<file path="src/rtl/serial_adder_pkg.sv">
// Shared types and helpers for the serial adder: FSM state encoding and
// the digit-step counter width.
package serial_adder_pkg;

    localparam logic [1:0] ST_IDLE = 2'd0;
    localparam logic [1:0] ST_RUN  = 2'd1;
    localparam logic [1:0] ST_DONE = 2'd2;

    typedef enum logic [1:0] {
        IDLE = ST_IDLE,
        RUN  = ST_RUN,
        DONE = ST_DONE
    } state_t;

    // Bits needed to count 0..n-1, never less than one bit.
    function automatic int count_width(input int n);
        return (n <= 1) ? 1 : $clog2(n);
    endfunction

endpackage

</file>
<file path="src/rtl/digit_adder.sv">
// Combinational DIGIT-bit ripple-carry adder used for one serial step.
module digit_adder #(
    parameter int DIGIT = 1
) (
    input  logic [DIGIT-1:0] x,
    input  logic [DIGIT-1:0] y,
    input  logic             ci,
    output logic [DIGIT-1:0] s,
    output logic             co
);

    logic [DIGIT:0] c;

    assign c[0] = ci;

    for (genvar i = 0; i < DIGIT; i++) begin : g_bit
        assign s[i]   = x[i] ^ y[i] ^ c[i];
        assign c[i+1] = (x[i] & y[i]) | (c[i] & (x[i] ^ y[i]));
    end

    assign co = c[DIGIT];

endmodule

</file>
<file path="src/rtl/serial_adder.sv">
// Serial a + b + cin, DIGIT bits per clock with a registered carry,
// using a start/busy/done handshake.
module serial_adder
    import serial_adder_pkg::*;
#(
    parameter int WIDTH = 8,
    parameter int DIGIT = 1
) (
    input  logic             clk,
    input  logic             rst,
    input  logic             start,
    input  logic [WIDTH-1:0] a,
    input  logic [WIDTH-1:0] b,
    input  logic             cin,
    output logic             busy,
    output logic             done,
    output logic [WIDTH-1:0] sum,
    output logic             carry
);

    if (WIDTH < 1 || DIGIT < 1 || DIGIT > WIDTH || (WIDTH % DIGIT) != 0) begin : g_bad_params
        $error("serial_adder: DIGIT must be >= 1 and divide WIDTH exactly");
    end

    localparam int N  = WIDTH / DIGIT;
    localparam int CW = count_width(N);
    localparam logic [CW-1:0] LAST = CW'(N - 1);

    state_t           state;
    logic [WIDTH-1:0] a_reg;
    logic [WIDTH-1:0] b_reg;
    logic [WIDTH-1:0] s_reg;
    logic             c_reg;
    logic [CW-1:0]    count;

    logic [DIGIT-1:0] dsum;
    logic             dco;
    logic [WIDTH-1:0] s_next;

    digit_adder #(.DIGIT(DIGIT)) u_digit (
        .x  (a_reg[DIGIT-1:0]),
        .y  (b_reg[DIGIT-1:0]),
        .ci (c_reg),
        .s  (dsum),
        .co (dco)
    );

    // Each new digit enters at the top, so after N steps digit 0 sits at the bottom.
    if (DIGIT == WIDTH) begin : g_single_step
        assign s_next = dsum;
    end else begin : g_multi_step
        assign s_next = {dsum, s_reg[WIDTH-1:DIGIT]};
    end

    always_ff @(posedge clk) begin
        if (rst) begin
            state <= IDLE;
            a_reg <= '0;
            b_reg <= '0;
            s_reg <= '0;
            c_reg <= 1'b0;
            count <= '0;
            sum   <= '0;
            carry <= 1'b0;
        end else begin
            case (state)
                IDLE, DONE: begin
                    if (start) begin
                        a_reg <= a;
                        b_reg <= b;
                        s_reg <= '0;
                        c_reg <= cin;
                        count <= '0;
                        state <= RUN;
                    end else begin
                        state <= IDLE;
                    end
                end
                RUN: begin
                    a_reg <= a_reg >> DIGIT;
                    b_reg <= b_reg >> DIGIT;
                    s_reg <= s_next;
                    c_reg <= dco;
                    count <= count + 1'b1;
                    if (count == LAST) begin
                        sum   <= s_next;
                        carry <= dco;
                        state <= DONE;
                    end
                end
                default: state <= IDLE;
            endcase
        end
    end

    assign busy = (state == RUN);
    assign done = (state == DONE);

endmodule

</file>
<file path="config.mk">
export PLATFORM = sky130hd
export DESIGN_NAME = serial_adder
export DESIGN_NICKNAME = d
export VERILOG_FILES = /design/src/rtl/serial_adder_pkg.sv /design/src/rtl/digit_adder.sv /design/src/rtl/serial_adder.sv
export SDC_FILE = /design/constraint.sdc
export NUM_CORES = 1
export LEC_CHECK = 0
export CAP_MARGIN = 40
export CORE_MARGIN = 2
export CORE_UTILIZATION = 51
export DETAILED_ROUTE_END_ITERATION = 8
export MAX_ROUTING_LAYER = met4
export PLACE_DENSITY_LB_ADDON = 0.2
export SLEW_MARGIN = 20
export SYNTH_ARGS = -nofsm -noshare
export SYNTH_HDL_FRONTEND = slang
export SYNTH_HIERARCHICAL = 1
export SYNTH_SLANG_ARGS = --single-unit
</file>
<file path="constraint.sdc">
create_clock -name clk -period 1.7 [get_ports clk]
set_input_delay 0.255 -clock clk [delete_from_list [all_inputs] [get_ports clk]]
set_output_delay 0.255 -clock clk [all_outputs]
set_load 0.005 [all_outputs]
</file>
# After elaboration in Yosys (flattened, before gate mapping)
# Index checks and enable logic that the tools add are counted.
[classes]
add_sub_neg = 1
mul = 0
div_mod_pow = 0
order_cmp = 0
n_eq_ne = 5
n_shift = 0
n_mux = 13
bitwise = 5
n_reduce_logical = 5
[ops]
columns = ["cell", "count"]
rows = [
  ["$pmux W8 S2", 3],
  ["$mux W8", 3],
  ["$pmux W3 S2", 1],
  ["$pmux W2 S2", 1],
  ["$reduce_and A2 Y1", 2],
  ["$add A3 B1 Y3 const B", 1],
  ["$eq A3 B3 Y1 const B", 1],
  ["$mux W3", 1],
  ["$and A1 B1 Y1", 2],
  ["$eq A2 B1 Y1 const B", 1],
  ["$eq A2 B2 Y1 const B", 1],
  ["$logic_not A2 Y1", 1],
  ["$mux W1", 2],
  ["$mux W2", 1],
  ["$ne A2 B1 Y1 const B", 1],
  ["$ne A2 B2 Y1 const B", 1],
  ["$pmux W1 S2", 1],
  ["$reduce_bool A2 Y1", 1],
  ["$reduce_or A2 Y1", 1],
  ["$xor A1 B1 Y1", 2],
  ["$or A1 B1 Y1", 1],
]
[totals]
regBits = 39
latchBits = 0
ramBits = 0
romBits = 0
inputBits = 20
output_inout_bits = 11
wordCells = 37
n_memories = 0

# Longest topological paths before layout
[depth]
ltp_word = 4
mapped_depth = 7
depth_no_buf = 5

# Hierarchy
# The synthesis kept the hierarchy.
[by_module_without_submodules]
columns = ["module", "instances", "cells_each", "area_each_um2", "seq_area_each_um2"]
rows = [
  ["serial_adder", 1, 189, 1625.3, 760.7],
  ["digit_adder", 1, 1, 20.0, 0.0],
]

# Worst setup path before layout
# OpenSTA, ideal clock, no wires.
[synth_timing]
kind = "reg2reg"
startpoint = "reg count[0]"
endpoint = "reg state[0]"
arrival_time_ns = 1.059
setup_slack_ns = 0.521
path_stages_with_launch = 6
n_path_buf = 1
path_cell_list = "dfxtp_1 > ha_1 > ha_1 > clkbuf_1 > o21a_1 > nor2_1"
[synth_between]
elab_chain_cells = 2
[synth_rtl]
columns = ["item", "line_no", "rtl"]
rows = [
  ["from (decl)", "serial_adder.sv:34", "logic [CW-1:0] count;"],
  ["from (signal assigned)", "serial_adder.sv:84", "count <= count + 1'b1;"],
  ["$eq A3 B3 Y1", "serial_adder.sv:85", "if (count == LAST) begin"],
  ["$ne A2 B1 Y1 (no source line)", "-", ""],
  ["to (signal assigned)", "serial_adder.sv:76", "state <= IDLE;"],
  ["to (signal assigned)", "serial_adder.sv:88", "state <= DONE;"],
  ["to (signal assigned)", "serial_adder.sv:91", "default: state <= IDLE;"],
  ["to (decl)", "serial_adder.sv:29", "state_t state;"],
]
# No other way between the ends.
# A chain may end at the register's enable or synchronous reset.

# Final worst setup path
[layout_timing]
startpoint = "reg state[1]"
endpoint = "out busy"
[layout_between]
elab_chain_cells = 1
[layout_rtl]
columns = ["item", "line_no", "rtl"]
rows = [
  ["from (signal assigned)", "serial_adder.sv:57", "state <= IDLE;"],
  ["from (signal assigned)", "serial_adder.sv:74", "state <= RUN;"],
  ["from (signal assigned)", "serial_adder.sv:76", ""],
  ["$eq A2 B1 Y1", "serial_adder.sv:96", "assign busy = (state == RUN);"],
  ["to (decl)", "serial_adder.sv:15", "output logic busy,"],
]
# No other way between the ends.

==> insert_results.sql <==
INSERT INTO impl_metrics (metric_group, metric, value, unit) VALUES
('status', 'result_of_the_run', 'complete, no violations', ''),
('logic_synthesis', 'netlist_top_cells_area', 'dfxtp_1 46%, nand2_1 11%, a311oi_2 6.4%', ''),
('final_layout', 'nNetsFinal', '239', ''),
('worst_setup_path', 'crit_required', '1.44', 'ns'),
('sta', 'clock-skew-final', '0.01374', 'ns'),
('global_route', 'antenna_found_initial', '0', ''),
('floorplanning', 'ioPinCount', '31', ''),
('final_layout', 'commonest_non_fill_non_tap_cells_in_the_layout', '50 x nand2_1, 37 x dfxtp_1, 30 x clkdlybuf4s50_1, 21 x nand3_1, 17 x nor2_1', ''),
('worst_setup_path', 'reg2reg_slack', '0.33', 'ns'),
('worst_setup_path', 'path_max_fanout', '3', ''),
('job', 'cap_viol_max_count', '0', ''),
('floorplanning', 'die-width', '60.80', 'µm'),
('clock_tree', 'cts-htree-levels', '2', ''),
('final_layout', 'drive_above_1_share', '0.1336', ''),
('clock_tree', 'worst_setup_hold_path_clk_slew', '0.11', 'ns'),
('clock_tree', 'worst_skew_pair.late_latency', '0.34', 'ns'),
('route', 'drt-total-wl', '3188', 'µm'),
('logic_synthesis', 'synthCells', '190', ''),
('final_layout', 'antennaDiodeCount', '0', ''),
('global_route', 'global_route.overflow_total', '0', ''),
('route', 'drt-wirelength-per-cell', '12.21', 'µm'),
('route', 'vias_per_cell', '5.330', ''),
('clock_tree', 'clock_tree.buffer_depth', '2', ''),
('sta', 'max_clock_freq', '621.5', 'MHz'),
('route', 'postRouteAntennaNets', '0', ''),
('hold_path', 'hp-class', 'flip-flop to flip-flop', ''),
('logic_synthesis', 'synth_largest_area_cell', 'dfxtp_1', ''),
('worst_setup_path', 'crit_type', 'flip-flop to output port', ''),
('power', 'peakVddDrop', '0.0007205', 'V'),
('floorplanning', 'row_count', '20', ''),
('clock_tree', 'cts-resized-gates', '0', ''),
('logic_synthesis', 'synth_area', '1645', 'µm²'),
('logic_synthesis', 'postSynthAreaPerCell', '8.660', 'µm²'),
('placement', 'gp_congestion', '0.7447', ''),
('floorplanning', 'core-area', '3053', 'µm²'),
('worst_setup_path', 'critical_path_arrival', '1.35', 'ns'),
('hold_path', 'min_delay_worst_endpoint', 'sum[1]', ''),
('floorplanning', 'die_y', '60.80', 'µm'),
('worst_setup_path', 'reg2reg_to', 'a_reg[4]', ''),
('worst_setup_path', 'cp-start-kind', 'flip-flop', ''),
('placement', 'numPortBuffers', '30', ''),
('sta', 'setup_repair_after_global_routing_missed_its_margin', 'false', ''),
('clock_tree', 'cts_setup_buffers', '0', ''),
('global_route', 'first_pass_grt_wire_length', '5423', 'µm'),
('logic_synthesis', 'synthesis.nets', '213', ''),
('route', 'route.detailed.drc', '0', ''),
('final_layout', 'post-route-util', '0.6643', ''),
('sta', 'slew_viol_final', '0', ''),
('hold_path', 'min-delay-start', 'sum[1]', ''),
('hold_path', 'whs_path_depth', '2', ''),
('global_route', 'grt_start_max_net_pins', '44', ''),
('clock_tree', 'clock_sink_count', '38', ''),
('sta', 'setup_tns', '0', 'ns'),
('clock_tree', 'clock_tree.root_cell', 'clkbuf_4', ''),
('sta', 'final_period_minus_worst_setup_slack', '1.609', 'ns'),
('final_layout', 'mostFrequentLayoutCell', 'nand2_1', ''),
('logic_synthesis', 'number_of_different_library_cells_in_the_post_synthesis_netlist', '19', ''),
('logic_synthesis', 'yosys_warnings', '6', ''),
('global_route', 'first_global_vias', '1253', ''),
('floorplanning', 'die_footprint', '3697', 'µm²'),
('logic_synthesis', 'yosys_register_bits', '38', ''),
('logic_synthesis', 'synth-seq-area-share', '0.4624', ''),
('sta', 'max_slew.worst_pin.slew', '0.4537', 'ns'),
('placement', 'dp_hpwl', '2120', 'µm'),
('worst_setup_path', 'ff2ff_path_depth', '4', ''),
('logic_synthesis', 'yosysTopAreaCellShare', '0.4624', ''),
('sta', 'final_clock_period_utilization_by_the_worst_path', '0.9465', ''),
('final_layout', 'synthToLayoutAreaGrowth', '23.27', '%'),
('worst_setup_path', 'endpoint_kind', 'output port', ''),
('clock_tree', 'cts_made_buffers', '5', ''),
('power', 'power-per-cell-area', '892.0', 'nW/µm²');
-- power breakdown --
group          switching, mW  total (mW)  internal (mW)
clock                  0.281       0.593          0.312
combinational          0.135       0.252          0.118
sequential            0.0284       0.964          0.936
total                  0.444        1.81           1.37
-- how the worst max path moves through the flow --
stage              from        to  slack [ns]
2_1_floorplan  count[0]  state[0]        0.52
3_3_place_gp      start  b_reg[0]        0.21
3_5_place_dp      start  b_reg[5]        0.14
4_1_cts        state[0]      busy        0.02
5_1_grt        state[1]      busy       0.006
6_report       state[1]      busy        0.09
-- critical path, cell delays in order, from the launching register on --
cell and delay, ns:
dfxtp_1 0.34, nand2b_4 0.14, inv_2 0.05, clkdlybuf4s50_1 0.49
-- routing by layer --
metal	global-route usage	vias to the layer above	part of all wire
met3	0.07676	6	0.044
met1	0.2331	657	0.44
met5	-	-	0
li1	-	698	-
met4	0.07453	0	0.013
met2	0.3456	30	0.50
-- synth_stat cells (all sizes together) --
cell type	count
a21oi	21
a311oi	15
buf	14
clkbuf	3
dfxtp	38
fa	1
ha	2
inv	1
nand2	50
nand2b	3
nand3	21
nand3b	1
nor2	17
nor2b	2
o21a	1
-- kinds of logic after synthesis --
logic type / after synthesis / synth area share
simple gates: 94 / 0.2403
flops: 38 / 0.4624
compound gates: 37 / 0.1909
buf+inv: 18 / 0.07908
fa+ha+maj: 3 / 0.02737
-- area by class of cell --
type	count	area, µm²	share of cell area
Clock buffer	7	45.04	0.02221
Clock inverter	1	30.03	0.01481
Inverter	1	3.754	0.001851
Multi-Input combinational cell	134	762.0	0.3757
Sequential cell	38	762.0	0.3757
Tap cell	44	55.05	0.02714
Timing Repair Buffer	36	370.4	0.1826
-- per-stage QoR --
step | setup slack (ns) | hold WS, ns | area [µm²] | total power, mW | instances
floorplan | 0.5207 | 0.3910 | 1645 | 1.162 | 190
global placement | 0.2129 | 0.4427 | 1944 | 1.219 | 253
detailed placement | 0.1432 | 0.4489 | 1944 | 1.232 | 253
CTS | 0.02099 | 0.4643 | 2019 | 1.818 | 261
global route | 0.006319 | 0.4567 | 2028 | 1.902 | 261
finish | 0.09092 | 0.4626 | 2028 | 1.809 | 261
Power figures use the tool's default switching activity.
==> RTL edit 1 (config.mk and constraints unchanged) <==
`WIDTH`: 8 -> 12.
--- a/src/rtl/serial_adder.sv
+++ b/src/rtl/serial_adder.sv
@@ -5,3 +5,3 @@
 #(
-    parameter int WIDTH = 8,
+    parameter int WIDTH = 12,
     parameter int DIGIT = 1
Interface: changed (resized a, b and sum); port bits go from 31 to 43. The function was not compared with the original's and may differ.
==> RTL edit 1 against the original RTL <==
Via count increased by 36%. First-iteration DRC count increased by 84%. Design area increased by 42%. Power increased by 42%. Sequential cell count increased by 17. Register-to-register slack got worse by 0.09 ns. Setup slack got worse by 0.0067 ns. Utilization increased by 0.35 points. Die area increased by 36%. Highest routed layer unchanged. Critical path type unchanged. Synthesized area increased by 39%. Wire length increased by 38%.
==> RTL edit 1: results <==
group,metric,value,unit
place,pre_cts_ws,0.1832,ns
synthesis,yosysSeqAreaShare,0.4817,
place,dp_hpwl,2797,µm
global_route,grt_busiest_layer,"met2",
critical_path,crit_fanout,2,
timing,hold_slack,0.3154,ns
synthesis,synthTopCellsByCount,"55 x dfxtp_1, 40 x a21oi_1, 38 x nand3_1",
synthesis,synth_cell_type_count,25,
routing,drt-wirelength-per-cell,12.99,µm
synthesis,syn_area_per_cell,9.071,µm²
routing,drt_iter0_markers,149,
synthesis,synth_nets,282,
routing,wl_met1,2063,µm
global_route,grt_use_met3,0.02991,
clock_tree,root_buffer,"clkbuf_8",
global_route,gr-usage-all-layers,0.1936,
routing,vias,1885,
global_route,grt_max_degree,43,
place,io_buffers,42,
timing,slew_headroom,0.7096,
pwr,pwr-share-comb,0.120,
cells_and_area,finalNetCount,317,
hold_path,holdPathEnd,"s_reg[10]",
pwr,p_clk_frac,0.347,
clock_tree,post_cts_buffers,1,
place,place_area,2758,µm²
pwr,switching_share,0.2335,
cells_and_area,layout-drive-gt1-share,0.08681,
clock_tree,insertion_delay,0.31,ns
pwr,irDropWorstVdd,507.7,µV
synthesis,yosysWarnings,6,
timing,skew,0.01050,ns
routing,wirelength,4415,µm
synthesis,synth_area_leaders,"dfxtp_1 48%, a21oi_1 8.8%, nand3_1 8.3%",
pwr,leakage,0.9757,nW
global_route,grt_pass1_wl,7741,µm
critical_path,max_stage_delay,0.48,ns
pwr,p_sw,0.0005978,W
clock_tree,post_cts_resize_count,2,
place,dp_cells,331,
hold_path,hp-start,"rst",
hold_path,hp-class,"input pin to flip-flop",
global_route,grt_use_met1,0.2376,
routing,wl_met2,2100,µm
outcome,status,"finished clean",
routing,dr_wl_met3,177,µm
cells_and_area,fillCellCount,359,
global_route,grt_use_met2,0.3126,
timing,period_needed,1.616,ns
place,place_congestion,0.7585,
critical_path,reg2reg_to,"count[3]",
global_route,grt_pass1_vias,1781,
critical_path,r2r_cells,6,
critical_path,reg2reg_slack,0.24,ns
[RTL edit 1: changes by cell type after synthesis, sizes merged, moves of 14 or more]
cell	unedited run	this run
nand2b	3	29
a21oi	21	40
a22oi	0	23
dfxtp	38	55
nand2	50	14
nor2	17	3
a311oi	15	0
nand3	21	38
[RTL edit 1: cell families (layout without fill, tap and decap cells)]
| group | after synthesis | count (layout) | synth area share |
|---|---|---|---|
| compound gates | 64 | 64 | 0.1664 |
| flops | 55 | 55 | 0.4817 |
| fa+ha+maj | 2 | 2 | 0.01423 |
| buf+inv | 26 | 62 | 0.06020 |
| simple gates | 91 | 91 | 0.2140 |
| mux | 14 | 14 | 0.06349 |
[RTL edit 1: final cells by class]
type	instances	area [µm²]	area share
clock buffers	6	82.58	0.02860
multi-input cells	171	1050	0.3635
inverters	2	12.51	0.004333
repair buffers	52	540.5	0.1872
well taps	52	65.06	0.02253
clock inverters	2	35.03	0.01213
flip-flops and latches	55	1102	0.3817
==> RTL edit 2 (same settings) <==
Without the edit above. Register the outputs `busy` and `done`, without a reset; this adds one clock of latency there. The other outputs are not delayed to match.
--- a/src/rtl/serial_adder.sv
+++ b/src/rtl/serial_adder.sv
@@ -95,4 +95,6 @@
 
-    assign busy = (state == RUN);
-    assign done = (state == DONE);
+    always_ff @(posedge clk) begin
+        busy <= (state == RUN);
+        done <= (state == DONE);
+    end
 
Formal check against the unedited RTL: not equivalent (Yosys sat finds a counterexample within 4 cycles, from zero or initial values and one cycle with rst high).
==> RTL edit 2 against the original RTL <==
Clock skew shrank 0.0072 ns. Combinational power grew 2%. Maximum frequency grew 11%. Critical path depth shrank 2. Power shrank 2.4%. Sequential cell count grew 2. Non-clock buffer count is the same. Wire length grew 2.5%. Design area grew 1.4%. Synthesized area grew 2.4%. Register-to-register slack lost 0.02 ns. Setup slack gained 0.15 ns. Synthesized cell count grew 1.1%.
==> RTL edit 2: results <==
group,metric,value,unit
pwr,irDropWorstVdd,563.4,µV
routing,dr_wl_met3,122,µm
critical_path,crit_path_end,"carry",
routing,wl_met2,1566,µm
global_route,grt_use_met1,0.2315,
global_route,grt_use_met2,0.3338,
clock_tree,clock_path_buffers,2,
clock_tree,htreeDepth,2,
critical_path,worst_ep_arrival_time,1.20,ns
synthesis,synth_compound_area_frac,0.1863,
routing,wirelength,3267,µm
global_route,grt_pass1_wl,5485,µm
global_route,gr-usage-all-layers,0.2041,
cells_and_area,finalNetCount,241,
synthesis,synth_nets,215,
place,place_congestion,0.7480,
synthesis,synthTopCellsByCount,"50 x nand2_1, 40 x dfxtp_1, 21 x nand3_1",
outcome,status,"finished clean",
place,dp_hpwl,2159,µm
pwr,internal_power,0.001310,W
place,io_buffers,30,
pwr,seq_power_share,0.573,
hold_path,holdPathEnd,"b_reg[7]",
global_route,grt_pass1_vias,1300,
synthesis,syn_area_per_cell,8.778,µm²
routing,drt_iter0_markers,64,
global_route,grt_use_met3,0.06303,
global_route,grt_antenna_before_repair,0,
hold_path,hp-start,"b[7]",
critical_path,crit_fanout,2,
synthesis,yosysSeqAreaShare,0.4751,
clock_tree,insertion_delay,0.35,ns
critical_path,reg2reg_slack,0.31,ns
hold_path,hp-class,"input pin to flip-flop",
place,place_area,1997,µm²
hold_path,hold_depth,3,
global_route,grt_max_degree,39,
place,dp_cells,255,
timing,slew_headroom,0.7009,
critical_path,reg2reg_to,"a_reg[6]",
pwr,leakage,0.7253,nW
routing,vias,1406,
critical_path,crit_start,"carry",
timing,skew,0.006511,ns
cells_and_area,layout-drive-gt1-share,0.1233,
pwr,p_comb,0.000256,W
routing,wl_met1,1522,µm
[RTL edit 2: changes by cell type after synthesis]
cell / unedited run / this run
dfxtp_1: 38 / 40
[RTL edit 2: area by class of cell]
type | instances | area, µm²
Multi-Input combinational cell | 134 | 754.5
Tap cell | 44 | 55.05
Clock buffer | 8 | 58.81
Sequential cell | 40 | 800.8
Fill cell | 292 | 1047
Timing Repair Buffer | 36 | 382.9
Inverter | 1 | 3.754
[RTL edit 2: stage by stage]
step / hold WS, ns / total power, W / setup WS [ns] / util
after floorplan: 0.3910 / 0.001212 / 0.5207 / -
after global placement: 0.4431 / 0.001280 / 0.1996 / 0.6435
after detailed placement: 0.4476 / 0.001289 / 0.1449 / 0.6435
after CTS: 0.4393 / 0.001778 / 0.2353 / 0.6625
after global routing: 0.4560 / 0.001862 / 0.1678 / 0.6625
final: 0.4504 / 0.001765 / 0.2454 / 0.6625
